**src/rtl/pipeline_hazard_control_pkg.sv**
```systemverilog
// Shared state encodings and pipe-control vectors for the hazard controller.
package pipeline_hazard_control_pkg;

    typedef enum logic [2:0] {
        ST_INIT       = 3'd0,
        ST_RUN        = 3'd1,
        ST_LOAD_STALL = 3'd2,
        ST_FLUSH      = 3'd3,
        ST_MEM_WAIT   = 3'd4
    } hz_state_t;

    // One bundle of pipe-register controls driven in a given cycle.
    typedef struct packed {
        logic pc_we;
        logic if_id_we;
        logic flush;
        logic bubble;
        logic hold;
    } hz_ctrl_t;

    // Remaining-cycle counter width; covers FLUSH_CYCLES / LOAD_STALL_CYCLES up to 3.
    localparam int HZ_CNT_WIDTH = 2;

    localparam hz_ctrl_t CTRL_INIT  = '{pc_we: 1'b0, if_id_we: 1'b0, flush: 1'b1, bubble: 1'b1, hold: 1'b0};
    localparam hz_ctrl_t CTRL_RUN   = '{pc_we: 1'b1, if_id_we: 1'b1, flush: 1'b0, bubble: 1'b0, hold: 1'b0};
    localparam hz_ctrl_t CTRL_STALL = '{pc_we: 1'b0, if_id_we: 1'b0, flush: 1'b0, bubble: 1'b1, hold: 1'b0};
    localparam hz_ctrl_t CTRL_FLUSH = '{pc_we: 1'b1, if_id_we: 1'b1, flush: 1'b1, bubble: 1'b1, hold: 1'b0};
    localparam hz_ctrl_t CTRL_HOLD  = '{pc_we: 1'b0, if_id_we: 1'b0, flush: 1'b0, bubble: 1'b0, hold: 1'b1};

endpackage

```
**src/rtl/pipeline_hazard_control_compare.sv**
```systemverilog
// Load-use address comparator: flags an ID instruction that reads the register
// an EX-stage load is about to write. Register 0 is hardwired and never hazards.
module pipeline_hazard_control_compare #(
    parameter int REG_ADDR_WIDTH = 5
) (
    input  logic                      i_id_valid,
    input  logic [REG_ADDR_WIDTH-1:0] i_rs1,
    input  logic [REG_ADDR_WIDTH-1:0] i_rs2,
    input  logic                      i_imm_inst,
    input  logic                      i_ex_load,
    input  logic                      i_ex_wr_en,
    input  logic [REG_ADDR_WIDTH-1:0] i_ex_wr_addr,
    output logic                      o_load_use
);

    logic w_rd_nonzero;
    logic w_rs1_hit;
    logic w_rs2_hit;

    assign w_rd_nonzero = (i_ex_wr_addr != '0);
    assign w_rs1_hit    = (i_ex_wr_addr == i_rs1);
    // rs2 is not read by immediate-type instructions, so it cannot hazard.
    assign w_rs2_hit    = !i_imm_inst && (i_ex_wr_addr == i_rs2);

    assign o_load_use = i_id_valid && i_ex_load && i_ex_wr_en && w_rd_nonzero
                        && (w_rs1_hit || w_rs2_hit);

endmodule

```
**src/rtl/pipeline_hazard_control.sv**
```systemverilog
// IF/ID/EX hazard sequencer: load-use stalls, redirect flushes, memory-busy
// freezes, plus a saturating count of cycles the PC was held.
//
//   state       | meaning
//   INIT        | reset / first cycle after; pipe loads NOPs, PC held
//   RUN         | normal flow
//   LOAD_STALL  | extra load-use bubble cycles while r_cnt > 0
//   FLUSH       | extra redirect flush cycles while r_cnt > 0
//   MEM_WAIT    | data memory busy; r_cnt and r_held preserved for resume
module pipeline_hazard_control
    import pipeline_hazard_control_pkg::*;
#(
    parameter int REG_ADDR_WIDTH    = 5,
    parameter int FLUSH_CYCLES      = 1,
    parameter int LOAD_STALL_CYCLES = 1,
    parameter int STALL_CNT_WIDTH   = 16
) (
    input  logic                       clk,
    input  logic                       rst_n,
    input  logic                       id_valid_in,
    input  logic [REG_ADDR_WIDTH-1:0]  id_read_address1_in,
    input  logic [REG_ADDR_WIDTH-1:0]  id_read_address2_in,
    input  logic                       id_imm_inst_in,
    input  logic                       ex_mem_data_rd_en_in,
    input  logic                       ex_reg_wr_en_in,
    input  logic [REG_ADDR_WIDTH-1:0]  ex_reg_wr_addr_in,
    input  logic                       ex_branch_taken_in,
    input  logic                       ex_jump_inst_in,
    input  logic                       mem_busy_in,
    output logic                       pc_write_en_out,
    output logic                       if_id_write_en_out,
    output logic                       if_id_flush_out,
    output logic                       id_ex_bubble_out,
    output logic                       ex_mem_hold_out,
    output logic [2:0]                 state_out,
    output logic [STALL_CNT_WIDTH-1:0] stall_cycles_out
);

    localparam logic [HZ_CNT_WIDTH-1:0] FLUSH_RELOAD = HZ_CNT_WIDTH'(FLUSH_CYCLES - 1);
    localparam logic [HZ_CNT_WIDTH-1:0] LOAD_RELOAD  = HZ_CNT_WIDTH'(LOAD_STALL_CYCLES - 1);
    localparam logic [HZ_CNT_WIDTH-1:0] CNT_ONE      = HZ_CNT_WIDTH'(1);
    localparam logic [STALL_CNT_WIDTH-1:0] STALL_ONE = STALL_CNT_WIDTH'(1);

    hz_state_t                   r_state;
    hz_state_t                   r_held;
    logic [HZ_CNT_WIDTH-1:0]     r_cnt;
    logic [STALL_CNT_WIDTH-1:0]  r_stall_cnt;

    hz_state_t                   w_eff;
    hz_state_t                   w_next_state;
    hz_state_t                   w_next_held;
    logic [HZ_CNT_WIDTH-1:0]     w_next_cnt;
    hz_ctrl_t                    w_ctrl;
    logic                        w_redirect;
    logic                        w_load_use;

    pipeline_hazard_control_compare #(
        .REG_ADDR_WIDTH (REG_ADDR_WIDTH)
    ) u_compare (
        .i_id_valid   (id_valid_in),
        .i_rs1        (id_read_address1_in),
        .i_rs2        (id_read_address2_in),
        .i_imm_inst   (id_imm_inst_in),
        .i_ex_load    (ex_mem_data_rd_en_in),
        .i_ex_wr_en   (ex_reg_wr_en_in),
        .i_ex_wr_addr (ex_reg_wr_addr_in),
        .o_load_use   (w_load_use)
    );

    assign w_redirect = ex_branch_taken_in || ex_jump_inst_in;

    // State the controller behaves as this cycle; MEM_WAIT resumes whatever was interrupted.
    always_comb begin
        w_eff = r_state;
        if (r_state == ST_MEM_WAIT) begin
            w_eff = (r_cnt != '0) ? r_held : ST_RUN;
        end
    end

    // Next-state and output decode, priority mem_busy > redirect > pending/new load-use.
    always_comb begin
        w_ctrl       = CTRL_RUN;
        w_next_state = ST_RUN;
        w_next_cnt   = '0;
        w_next_held  = r_held;
        if (r_state == ST_INIT) begin
            w_ctrl = CTRL_INIT;
        end else if (mem_busy_in) begin
            w_ctrl       = CTRL_HOLD;
            w_next_state = ST_MEM_WAIT;
            w_next_cnt   = r_cnt;
            if (r_state != ST_MEM_WAIT) begin
                w_next_held = w_eff;
            end
        end else if (w_redirect) begin
            w_ctrl = CTRL_FLUSH;
            if (FLUSH_CYCLES > 1) begin
                w_next_state = ST_FLUSH;
                w_next_cnt   = FLUSH_RELOAD;
            end
        end else if (w_eff == ST_FLUSH) begin
            w_ctrl       = CTRL_FLUSH;
            w_next_cnt   = r_cnt - CNT_ONE;
            w_next_state = (r_cnt == CNT_ONE) ? ST_RUN : ST_FLUSH;
        end else if ((w_eff == ST_LOAD_STALL) && (r_cnt != '0)) begin
            w_ctrl       = CTRL_STALL;
            w_next_cnt   = r_cnt - CNT_ONE;
            w_next_state = ST_LOAD_STALL;
        end else if (w_load_use) begin
            w_ctrl       = CTRL_STALL;
            w_next_cnt   = LOAD_RELOAD;
            w_next_state = ST_LOAD_STALL;
        end
    end

    // State, remaining-cycle counter and resume target registers.
    always_ff @(posedge clk or negedge rst_n) begin
        if (!rst_n) begin
            r_state <= ST_INIT;
            r_cnt   <= '0;
            r_held  <= ST_RUN;
        end else begin
            r_state <= w_next_state;
            r_cnt   <= w_next_cnt;
            r_held  <= w_next_held;
        end
    end

    // Saturating count of post-INIT cycles in which the PC was held.
    always_ff @(posedge clk or negedge rst_n) begin
        if (!rst_n) begin
            r_stall_cnt <= '0;
        end else if ((r_state != ST_INIT) && !w_ctrl.pc_we && (r_stall_cnt != '1)) begin
            r_stall_cnt <= r_stall_cnt + STALL_ONE;
        end
    end

    assign pc_write_en_out    = w_ctrl.pc_we;
    assign if_id_write_en_out = w_ctrl.if_id_we;
    assign if_id_flush_out    = w_ctrl.flush;
    assign id_ex_bubble_out   = w_ctrl.bubble;
    assign ex_mem_hold_out    = w_ctrl.hold;
    assign state_out          = r_state;
    assign stall_cycles_out   = r_stall_cnt;

endmodule

```
**config.mk**
```make
export PLATFORM = sky130hd
export DESIGN_NAME = pipeline_hazard_control
export DESIGN_NICKNAME = d
export VERILOG_FILES = /design/src/rtl/pipeline_hazard_control_pkg.sv /design/src/rtl/pipeline_hazard_control_compare.sv /design/src/rtl/pipeline_hazard_control.sv
export SDC_FILE = /design/constraint.sdc
export NUM_CORES = 1
export LEC_CHECK = 0
export BUFFER_PORTS_ARGS = -buffer_cell sky130_fd_sc_hd__buf_2
export CELL_PAD_IN_SITES_DETAIL_PLACEMENT = 1
export CELL_PAD_IN_SITES_GLOBAL_PLACEMENT = 2
export CORE_UTILIZATION = 31
export CTS_BUF_LIST = sky130_fd_sc_hd__clkbuf_4 sky130_fd_sc_hd__clkbuf_8
export CTS_CLUSTER_SIZE = 10
export DETAILED_ROUTE_END_ITERATION = 10
export GPL_ROUTABILITY_DRIVEN = 0
export PLACE_DENSITY_LB_ADDON = 0.2
export SLEW_MARGIN = 20
export SYNTH_ARGS = -nofsm -noshare
export SYNTH_HDL_FRONTEND = slang
export SYNTH_SLANG_ARGS = --single-unit
```
**constraint.sdc**
```tcl
create_clock -name clk -period 2.8 [get_ports clk]
set_input_delay 0.28 -clock clk [delete_from_list [all_inputs] [get_ports clk]]
set_output_delay 0.28 -clock clk [all_outputs]
set_load 0.01 [all_outputs]
```
==> summary.md, run 1 <==
| Metric | Value |
|---|---|
| Status | finished with violations |
| Failing checks | hold timing |
| DR vias/cell | 5.008 |
| Leakage | 0.7985 nW |
| Hold Buf Count CTS | 0 |
| Post-route setup slack | between 0.3 and 0.4 ns |
| Relative max-transition margin | 0.6203 |
| First-pass GRT wire length | 6.147 mm |
| Cells after Synth | around 150 |
| Top-area cell type share of the netlist area | 0.3915 |
| DRT Wirelength | around 3.7 mm |
| Antenna viol nets, final | 0 |
| Cell Pwr Density | 540.9 mW/mm² |
| Synth top cells by count | dfrtp_1 (23), xnor2_1 (23), nand2_1 (14) |
| IO Pins | 48 |
| Unique cell type count in the Yosys netlist | 40 |
| Crit path kind | reg2out |
| Setup Buffers After CTS | 0 |
| Post-DP HPWL | ~3 mm |
| Core area | approximately 0.0044 mm² |
| Router iterations before antenna repair | 6 |
| Clock sink total | 24 |
| Place WS | 0.4168 ns |
| CTS tree | done |
| WP data arrival | about 2.2 ns |
| Filler instances | roughly 560 |
| Synth top area cells | dfrtp_1 (39%), xnor2_1 (14%), nand3_2 (4.8%) |
| Post-synth ARST share | 1.000 |
| GRT Util Overall | 0.1530 |
| Gr ovfl total | 0 |
| Max Buffers Root-to-Sink | 2 |
| RSZ-0062 raised after global routing | false |
| Final instance area | ~0.0018 mm² |
| Slew @ Worst Pin | about 0.57 ns |
| Residual DRC | 0 |
| Setup TNS | 0 ns |
| Root buf cell | clkbuf_8 |
| Clk Latency, worst-skew pair | 0.26 ns |
| Final hold slack | -0.007917 ns |
| Crit-path max FO | 5 |
| Initial Utilization | 0.3308 |
| Layout cells sized above 1 | 0.3487 |
| Die extent in y | 70.87 µm |
| Initial antenna violation count | 0 |
| Nets | 223 |
| Post_cts resized | 0 |
| Vias in the first global route | ~1,300 |
| CP Launch Type | register |
| Drt wl/cell | 14.88 µm |
| Hold Path Class | in2async |
| Sequential area share after synthesis | 0.4094 |
| Die W | ~71 µm |
| Setup Skew | between 0.0015 and 0.002 ns |
| Max VDD drop | around 0.00032 V |
| DIE AREA | between 0.005 and 0.006 mm² |
| Pin count of the biggest net entering global routing | 25 |
| # diodes | 0 |
| H-tree depth | 1 |
| Fmax achieved | 407.2 MHz |
| Fin crit share | 0.8771 |
| Minimum clock period | approximately 2.5 ns |
| TritonCTS Buffers | 3 |
| Placed Area | roughly 0.0017 mm² |
| Final Hold Viols | 23 |
| Net Count, Synth | ~180 |
| Primary FF master, synth | dfrtp_1 |
| Initial DRC Count | 24 |
| Post-synth top area cell | dfrtp_1 |
| I/O Buffers | 47 |
| Element type at the critical path end | output port |
| Syn Area/Cell | ~9.9 µm² |
| Required @ worst endpoint | ~2.5 ns |
| Num rows | 24 |
| Mapped Area | roughly 0.0015 mm² |
| Via Count | about 1,200 |
| Warnings from Yosys | 0 |
| Area growth, synth to finish | 21.19% |
| Slew Limit Fails | 0 |
| Worst-path clk slew | 0.08 ns |
| Max Cap Viol | 0 |
| Yosys reg bits | 24 |
| Post-synth EDFFs | 0 |
| Setup violators final | 0 |
==> kinds of logic after synthesis <==
group                    count (synthesis)  synth area share
buffers and inverters                   12           0.04850
multiplexers                             2           0.01787
adder cells (fa/ha/maj)                  3           0.02553
AO/OA/AOI/OAI                           17           0.09193
AND/OR/NAND/NOR                         66            0.2638
flip-flops                              24            0.4094
XOR/XNOR                                24            0.1430
==> final timing paths <==
kind / from / endpoint / slack (ns) / cells past startpoint
worst max-delay path: r_cnt[0] / pc_write_en_out / 0.34 / 8
worst min-delay path: rst_n / state_out[1] / -0.008 / 1
worst max register to register: r_cnt[0] / stall_cycles_out[7] / 0.40 / 9
worst min register to register: r_held[0] / r_held[0] / 0.48 / 2
max in group asynchronous: rst_n / r_held[0] / 2.44 / 1
min in group clk: mem_busy_in / state_out[1] / 0.27 / 2
==> worst max-delay path, stage by stage (launching register included) <==
cell,delay [ns]
dfrtp_1,0.40
inv_1,0.06
ha_1,0.22
or2_1,0.23
a31oi_1,0.33
nor2_1,0.19
nor4_1,0.26
nor3_1,0.08
buf_2,0.15
==> registers in the layout, indices dropped and copies added, names as in the netlist <==
name              flops
r_cnt                 2
state_out             3
stall_cycles_out     16
r_held                3
==> per-stage QoR <==
| stage | cells | hold slack (ns) | power [mW] | utilization |
|---|---|---|---|---|
| after detailed placement | 243 | 0.3019 | 0.7560 | 0.3899 |
| after CTS | 247 | 0.01119 | 0.9794 | 0.4009 |
| after global placement | 243 | 0.2870 | 0.7419 | 0.3899 |
| final | 247 | -0.007917 | 0.9636 | 0.4009 |
| after global routing | 247 | 0.03429 | 1.026 | 0.4009 |
| after floorplan | 148 | -0.01559 | 0.6297 | - |
==> power by group <==
part / switching, mW / internal, mW / leakage [nW]
clock network: 0.108 / 0.111 / 0.0262
registers: 0.0745 / 0.397 / 0.315
logic: 0.139 / 0.134 / 0.458
total: 0.321 / 0.642 / 0.798
==> placed cells by master (no fill, tap or decap), types with 2 or more instances in the layout <==
cell type	count
and3_1	4
inv_1	7
dfrtp_1	23
ha_1	3
nand3_2	7
nand4_1	7
o21ai_0	4
buf_2	47
a21oi_1	3
nor2_1	8
nor2b_1	4
xnor2_1	23
or3_1	2
nand2_1	14
nand3_1	5
nor3_1	6
and2_1	2
nand4b_1	2
clkbuf_8	3
==> layer usage <==
metal / wire length [µm] / track usage / part of all wire
met1: 1754 / 0.2058 / 0.48
met5: 0 / 0 / 0
met3: 85 / 0.02564 / 0.023
met4: 13 / 0.02000 / 0.0035
met2: 1821 / 0.2660 / 0.50
==> layout make-up <==
cell class,instances,area (µm²),share of cell area
flip-flops and latches,24,601.8,0.3378
clock buffers,4,48.80,0.02739
inverters,7,26.28,0.01475
repair buffers,48,242.7,0.1362
multi-input cells,112,797.0,0.4473
well taps,52,65.06,0.03652
No activity file was read; power rests on OpenSTA's default activity.
==> run 2: changes to the inputs <==
--- a/config.mk
+++ b/config.mk
@@ -5,7 +5,7 @@
 export SDC_FILE = /design/constraint.sdc
 export NUM_CORES = 1
 export LEC_CHECK = 0
-export BUFFER_PORTS_ARGS = -buffer_cell sky130_fd_sc_hd__buf_2
+export BUFFER_PORTS_ARGS = -buffer_cell sky130_fd_sc_hd__buf_4
 export CELL_PAD_IN_SITES_DETAIL_PLACEMENT = 1
 export CELL_PAD_IN_SITES_GLOBAL_PLACEMENT = 2
 export CORE_UTILIZATION = 31
==> summary.md, run 2 (synthesized netlist as in run 1, its figures left out) <==
| Metric | Value |
|---|---|
| Final instance area | 0.001916 mm² |
| Post-DP HPWL | roughly 2.8 mm |
| Gr ovfl total | 0 |
| # diodes | 0 |
| Router iterations before antenna repair | 7 |
| Clk pwr share | 0.229 |
| Crit path kind | reg2out |
| Vias in the first global route | ~1,300 |
| Clk Latency, worst-skew pair | ~0.26 ns |
| IO Pins | between 40 and 50 |
| Clock sink total | 24 |
| Status | finished with violations |
| Slew Limit Fails | 0 |
| Initial antenna violation count | 0 |
| Root buf cell | clkbuf_8 |
| Switching Share | 0.3159 |
| Met3 global-route usage | 0.03419 |
| Placed cells | ~240 |
| Drt wl/cell | ~14 µm |
| Final Hold Viols | 0 |
| Slew @ Worst Pin | approximately 0.6 ns |
| Worst-path clk slew | roughly 0.08 ns |
| Commonest non-fill, non-tap cell in the layout | buf_4 |
| Nets | 224 |
| Die W | 70.87 µm |
| Antenna viol nets, final | 0 |
| Max Buffers Root-to-Sink | 2 |
| Pin count of the biggest net entering global routing | 25 |
| Placed Area | roughly 0.0019 mm² |
| Setup violators final | 0 |
| Failing checks | DRC |
| Sw Pwr | between 300 and 400 µW |
| Hold Path Class | in2reg |
| DR vias/cell | 4.968 |
| GRT Util Overall | 0.1550 |
| CP Launch Type | register |
| DIE AREA | about 0.0050 mm² |
| Cell Pwr Density | approximately 530 mW/mm² |
| Fin cells | between 200 and 250 |
| WHS Path Cells | 2 |
| Relative max-transition margin | 0.6114 |
| Crit-path max FO | 5 |
| DRT Wirelength | 3.552 mm |
| I/O Buffers | 47 |
| Most Crowded Layer GR | met2 |
| Element type at the critical path end | output port |
| Required @ worst endpoint | 2.52 ns |
| Place WS | roughly 0.52 ns |
| Initial DRC Count | between 70 and 80 |
| Met2 usage | 0.2778 |
| Reg power frac | 0.465 |
| Max Cap Viol | 0 |
| Total Power | 1.013 mW |
| Die extent in y | about 70 µm |
| Post-route setup slack | between 0.3 and 0.4 ns |
| TritonCTS Buffers | 3 |
| Met1 GRT Util | 0.1937 |
| Area growth, synth to finish | 30.30% |
| Layout Utilization | 0.4310 |
| Initial Utilization | 0.3308 |
| Comb pwr share | 0.307 |
| Layout cells sized above 1 | 0.3469 |
| Final hold slack | roughly 0.22 ns |
| Setup Buffers After CTS | 0 |
| Fmax achieved | approximately 410 MHz |
| Via Count | 1,232 |
| First-pass GRT wire length | ~6.2 mm |
| Fin crit share | 0.8652 |
| RSZ-0062 raised after global routing | false |
| Residual DRC | 6 |
| Cell count of the worst reg-to-reg path | 9 |
| H-tree depth | 1 |
| Num rows | 24 |
| Max VDD drop | roughly 0.00045 V |
| Pint | roughly 700 µW |
| Core area | 0.004444 mm² |
| CTS tree | done |
| Minimum clock period | 2.423 ns |
| Leakage | approximately 0.83 nW |
| Most frequent cells in the layout | buf_4 (48), xnor2_1 (23), dfrtp_1 (23) |
| Max FFs per register | 16 |
| WP data arrival | around 2.1 ns |
| Setup TNS | 0 ns |
| Setup Skew | roughly 0.0034 ns |
-- run 2: cell count changes in the layout (fill, tap and decap cells not counted), sizes merged --
| cell | change |
|---|---|
| dlygate4sd3 | +1 |
-- run 2: critical path, stage by stage, from the launching register on --
cell and delay (ns):
dfrtp_1 0.39, inv_1 0.06, ha_1 0.22, or2_1 0.23, a31oi_1 0.30, nor2_1 0.18, nor4_1 0.26, nor3_1 0.10
buf_4 0.16
-- run 2: layout make-up --
class | count | area (µm²)
inverter | 7 | 26.28
timing repair buffer | 49 | 370.4
fill | 518 | 2529
sequential | 24 | 601.8
multi-input combinational | 112 | 797.0
clock buffer | 4 | 55.05
tap | 52 | 65.06
-- run 2: per-layer routing --
layer  share of wire  up-vias  wire [µm]
met5               0        -          0
met4          0.0037        0         13
met3           0.033        2        117
met2            0.50       22       1783
met1            0.46      598       1638
li1                -      610          -
-- run 2: what timing repair did --
item,CTS,global route
hold buffers,1,0
gates resized for setup,0,0
endpoints found under the hold margin,23,0
-- run 2: worst paths after layout --
check                       startpoint                  end  slack (ns)
setup reg to reg              r_cnt[0]  stall_cycles_out[1]        0.50
hold / removal             mem_busy_in         state_out[1]        0.22
min in group asynchronous        rst_n         state_out[1]        0.46
setup / recovery              r_cnt[0]   if_id_write_en_out        0.38
hold reg to reg              r_held[0]            r_held[0]        0.47
max in group asynchronous        rst_n            r_held[0]        2.05
-- run 2: power groups by stage --
stage	registers (mW)	logic [mW]	clock network [mW]
finish	0.471	0.311	0.232
floorplan	0.483	0.147	0
detailed placement	0.479	0.313	0
global placement	0.473	0.304	0
CTS	0.472	0.317	0.244
global route	0.482	0.344	0.259
